File: src/rtl/fetch_sequencer_pkg.sv
// Shared definitions for the fetch/decode sequencer: default widths,
// control-flow opcodes and the sequencer state encoding.
package fetch_sequencer_pkg;

    localparam int AW_DEF  = 4;
    localparam int DW_DEF  = 8;
    localparam int OPW_DEF = 4;

    localparam logic [3:0] OP_JMP = 4'hB;
    localparam logic [3:0] OP_JZ  = 4'hC;
    localparam logic [3:0] OP_HLT = 4'hF;

    typedef enum logic [2:0] {
        IDLE,
        FETCH,
        DECODE,
        EXEC,
        HALT
    } state_t;

endpackage

File: src/rtl/fetch_sequencer_pc_reg.sv
// Program counter: load has priority over increment, wraps modulo 2^AW,
// synchronous active-high reset to zero.
module fetch_sequencer_pc_reg #(
    parameter int AW = 4
) (
    input  logic          clk,
    input  logic          rst,
    input  logic          load,
    input  logic          inc,
    input  logic [AW-1:0] target,
    output logic [AW-1:0] pc
);

    // NOTE: sequential state uses <= so every register samples pre-edge values.
    always_ff @(posedge clk) begin
        if (rst) begin
            pc <= '0;
        end else if (load) begin
            pc <= target;
        end else if (inc) begin
            pc <= pc + AW'(1);
        end
    end

endmodule

File: src/rtl/fetch_sequencer.sv
// Fetch/decode sequencer: owns the PC, latches instructions, resolves
// JMP/JZ/HLT locally and hands other opcodes to the datapath.
// Optional build macro SINGLE_STEP_EN adds the step input.
module fetch_sequencer
    import fetch_sequencer_pkg::*;
#(
    parameter int AW  = AW_DEF,
    parameter int DW  = DW_DEF,
    parameter int OPW = OPW_DEF
) (
    input  logic              clk,
    input  logic              rst,
    input  logic              run,
`ifdef SINGLE_STEP_EN
    input  logic              step,
`endif
    output logic [AW-1:0]     mem_addr,
    input  logic [DW-1:0]     mem_data,
    output logic [OPW-1:0]    opcode,
    output logic [DW-OPW-1:0] operand,
    output logic              exec_valid,
    input  logic              exec_ready,
    input  logic              zero_flag,
    output logic [AW-1:0]     pc,
    output logic              halted
);

    state_t         state, state_next;
    logic [DW-1:0]  ir;
    logic           ir_load;
    logic           pc_load;
    logic           pc_inc;
    logic           advance;

`ifdef SINGLE_STEP_EN
    assign advance = run & step;
`else
    assign advance = run;
`endif

    always_ff @(posedge clk) begin
        if (rst) begin
            state <= IDLE;
            ir    <= '0;
        end else begin
            state <= state_next;
            if (ir_load) begin
                ir <= mem_data;
            end
        end
    end

    always_comb begin
        // NOTE: defaults first so no path through the case leaves a signal unassigned (no latches).
        state_next = state;
        ir_load    = 1'b0;
        pc_load    = 1'b0;
        pc_inc     = 1'b0;
        case (state)
            IDLE: begin
                if (advance) state_next = FETCH;
            end
            FETCH: begin
                ir_load    = 1'b1;
                state_next = DECODE;
            end
            DECODE: begin
                if (opcode == OPW'(OP_JMP)) begin
                    pc_load    = 1'b1;
                    state_next = advance ? FETCH : IDLE;
                end else if (opcode == OPW'(OP_JZ)) begin
                    pc_load    = zero_flag;
                    pc_inc     = ~zero_flag;
                    state_next = advance ? FETCH : IDLE;
                end else if (opcode == OPW'(OP_HLT)) begin
                    state_next = HALT;
                end else begin
                    state_next = EXEC;
                end
            end
            EXEC: begin
                if (exec_ready) begin
                    pc_inc     = 1'b1;
                    state_next = advance ? FETCH : IDLE;
                end
            end
            HALT:    state_next = HALT;
            default: state_next = IDLE;
        endcase
    end

    fetch_sequencer_pc_reg #(.AW(AW)) u_pc_reg (
        .clk    (clk),
        .rst    (rst),
        .load   (pc_load),
        .inc    (pc_inc),
        .target (AW'(operand)),
        .pc     (pc)
    );

    assign opcode     = ir[DW-1:DW-OPW];
    assign operand    = ir[DW-OPW-1:0];
    assign mem_addr   = pc;
    assign exec_valid = (state == EXEC);
    assign halted     = (state == HALT);

endmodule

File: config.mk
export PLATFORM = sky130hd
export DESIGN_NAME = fetch_sequencer
export DESIGN_NICKNAME = d
export VERILOG_FILES = /design/src/rtl/fetch_sequencer_pkg.sv /design/src/rtl/fetch_sequencer_pc_reg.sv /design/src/rtl/fetch_sequencer.sv
export SDC_FILE = /design/constraint.sdc
export NUM_CORES = 1
export LEC_CHECK = 0
export CELL_PAD_IN_SITES_DETAIL_PLACEMENT = 0
export CELL_PAD_IN_SITES_GLOBAL_PLACEMENT = 2
export CORE_MARGIN = 10
export CORE_UTILIZATION = 26
export DETAILED_ROUTE_END_ITERATION = 8
export GPL_TIMING_DRIVEN = 1
export PLACE_DENSITY = 0.92
export SYNTH_ARGS = -nofsm -noshare
export SYNTH_HDL_FRONTEND = slang
export SYNTH_SLANG_ARGS = --single-unit
File: constraint.sdc
create_clock -name clk -period 2.1 [get_ports clk]
set_input_delay 0.42 -clock clk [delete_from_list [all_inputs] [get_ports clk]]
set_output_delay 0.42 -clock clk [all_outputs]
set_load 0.02 [all_outputs]
==> summary.txt <==
Status
  – Status: finished clean

Die
  – Initial Utilization: roughly 27%
  – IO Count: 31
  – Die Y: about 76 um
  – Core area: 0.00303 mm2
  – FP Rows: 20
  – Die area: roughly 0.0058 mm2
  – Die Wd: 76.0 um

Cells and area
  – Final std cells w/o fill: around 160
  – # diodes: 0
  – Layout cells sized above 1: between 8 and 9%
  – Area growth, synth to finish: 41.7%
  – Fin nets: 132

Synth
  – Largest area contributor in the netlist: dfxtp_1
  – Avg Synthesized Cell Area: 9.17 um2
  – Seq/Total Area, Yosys: a little under two fifths
  – Top cells by area, synth: dfxtp_1 (37%), mux2i_1 (12%), nor2_1 (5.5%)
  – Post-synthesis cell count: slightly below 90
  – Synth Warn #: 0
  – Most frequent cell after synthesis: dfxtp_1
  – Netlist cell types: 34
  – Synthesis-stage register bit count: 15
  – Ys async rst share: 0%
  – Post-synth EDFFs: 0
  – Syn nets: between 100 and 150
  – Synth top cells by count: dfxtp_1 (15), nor2_1 (12), mux2i_1 (10)
  – Syn Std Cell Area: 816 um2
  – Top cell type's share of synthesized area: 36.8%
  – Synth Flop Type: dfxtp_1

Pwr
  – Sw power: ~0.17 mW
  – Clk pwr share: 28.1%
  – Switching portion of total power: 28.3%
  – Cell Pwr Density: roughly 530 mW/mm2
  – Internal cell power: between 0.4 and 0.5 mW
  – Comb pwr share: a little under a fifth
  – Max VDD drop: roughly 0.28 mV
  – Leakage power total: ~0.43 nW
  – Sequential power share: ~53%

Timing
  – Sum Neg Setup Slack: 0 ns
  – Tcrit/Tclk final: about nine tenths
  – Minimum clock period: between 1.5 and 2 ns
  – Pins Over Slew Limit: 0
  – Clk_skew: between 0.0008 and 0.0009 ns
  – Final Hold Fails: 0
  – Final setup fails: 0
  – Unrepaired setup endpoints after global routing: false
  – Fmax: approximately 520 MHz
  – Worst-Margin Slew: 0.237 ns
  – Slew headroom: around 84%
  – Hold slack: around 0.53 ns

Detailed routing
  – First-pass DRT Iterations: 4
  – Antenna violation net count after detailed routing: 0
  – DRC Markers: 0
  – Initial DRC count: 28
  – Wire length per cell: roughly 14 um
  – Vias: 762
  – Total routed wirelength: about 2.2 mm
  – DR vias/cell: about 4.7

Critical path
  – Startpoint Class: flip-flop
  – CP required: between 1.5 and 2 ns
  – Worst reg2reg endpoint: u_pc_reg.pc[0]$_SDFFE_PP0P_
  – Register-to-Register Path Depth: 4
  – Crit path from: state[1]$_SDFFE_PP0P_
  – Kind of critical path: flip-flop to output port
  – R2R Setup Slk: 0.57 ns
  – CP Data Arrival Time: about 1.5 ns
  – Crit. End Element: output port
  – Crit Path Max Fanout: 11
  – R2R Path Start: ir[6]$_SDFFE_PP0N_

Clock network
  – CTS tree: built
  – Worst-Skew Late Latency: approximately 0.29 ns
  – Num CTS Buffers: 3
  – Setup Fix Bufs, Post-CTS: 0
  – H-tree depth: 1
  – Clock slew at reported path FFs: 0.09 ns
  – Root buf cell: clkbuf_4
  – Clock tree sinks: 15
  – CTS max path bufs: 2

Placement
  – Placed cells: between 150 and 200
  – RePlAce Congestion: between 0.7 and 0.8
  – Dpl hpwl: about 1.7 mm
  – Port bufs: 30

Min path
  – Hold Path Sink: u_pc_reg.pc[3]$_SDFFE_PP0P_
  – Hold Path Origin: u_pc_reg.pc[3]$_SDFFE_PP0P_
  – Cells on Worst Hold Path: 2
  – Hold Crit Class: flip-flop to flip-flop

Global routing
  – Grt total ovfl: 0
  – GRT Total Usage: ~7.6%
  – Initial antenna violation count: 0
  – Global-route wire length before repair: about 3.7 mm
  – Number of global-route vias before repair: around 760
  – Pin count of the biggest net entering global routing: 16

Job
  – Max-cap violation count: 0
cells in the final DEF (no fill, tap or decap), types with 2 or more instances in the layout:
cell,n
o32ai_1,2
nand2b_1,3
a311oi_1,2
mux2i_1,10
nor3_1,2
inv_1,2
a22oi_1,2
dfxtp_2,2
a21o_1,2
nor3b_1,2
o21ai_1,2
nand2_1,4
a21oi_1,4
clkdlybuf4s50_1,29
clkbuf_4,3
buf_4,2
dfxtp_1,13
nor2_1,12
metrics by stage:
stage                     utilization (%)  setup WS [ns]  cell area (um2)  power [mW]
after floorplan                         -          0.592              816       0.391
after global placement               37.1          0.379             1120       0.444
after detailed placement             37.1          0.341             1120       0.446
after CTS                            38.0         0.0286             1150       0.625
after global routing                 38.2         0.0961             1160       0.649
final                                38.2          0.179             1160       0.611
what timing repair did:
action | CTS | global route
hold buffers | 0 | 0
setup endpoints to repair | 0 | 2
resized for setup | 0 | 3
worst max-delay path by stage:
stage / end / cells after the start / slack (ns)
global placement: u_pc_reg.pc[3]$_SDFFE_PP0P_ / 5 / 0.38
finish: exec_valid / 2 / 0.18
floorplan: u_pc_reg.pc[0]$_SDFFE_PP0P_ / 4 / 0.59
CTS: exec_valid / 2 / 0.03
detailed placement: u_pc_reg.pc[3]$_SDFFE_PP0P_ / 5 / 0.34
global route: exec_valid / 2 / 0.1
flip-flops by register name, summed over array words and instances, names as in the netlist:
signal,cells
ir,8
u_pc_reg.pc,4
state,3
layout make-up:
type                       instances  area [um2]
fill                             338        1870
timing repair buffer              32         318
inverter                           2        7.51
clock buffer                       3        22.5
sequential                        15         303
tap                               44        55.1
clock inverter                     1        5.00
multi-input combinational         64         445
worst max-delay path: stages (launching register included):
cell	delay (ns)
dfxtp_2	0.44
and3b_1	0.18
clkdlybuf4s50_1	0.60
layer usage:
metal / vias to the layer above / GRT usage, % / routed length, um
met5: - / 0 / 0
li1: 382 / - / -
met4: 0 / 5.11 / 34
met2: 18 / 12.8 / 1110
met1: 360 / 7.94 / 910
met3: 2 / 2.36 / 140
cells by family after synthesis:
| kind of cell | synth area share, % |
|---|---|
| fa+ha+maj | 1.53 |
| buf+inv | 8.59 |
| mux | 12.3 |
| simple gates | 24.4 |
| flops | 36.8 |
| compound gates | 16.4 |
power by group through the flow:
stage | Sequential, mW | Combinational (mW) | Clock [mW]
6_report | 0.323 | 0.117 | 0.172
5_1_grt | 0.326 | 0.127 | 0.196
4_1_cts | 0.322 | 0.119 | 0.184
3_5_place_dp | 0.328 | 0.118 | 0
3_3_place_gp | 0.327 | 0.117 | 0
2_1_floorplan | 0.330 | 0.0602 | 0
(Power assumes the default switching activity.)
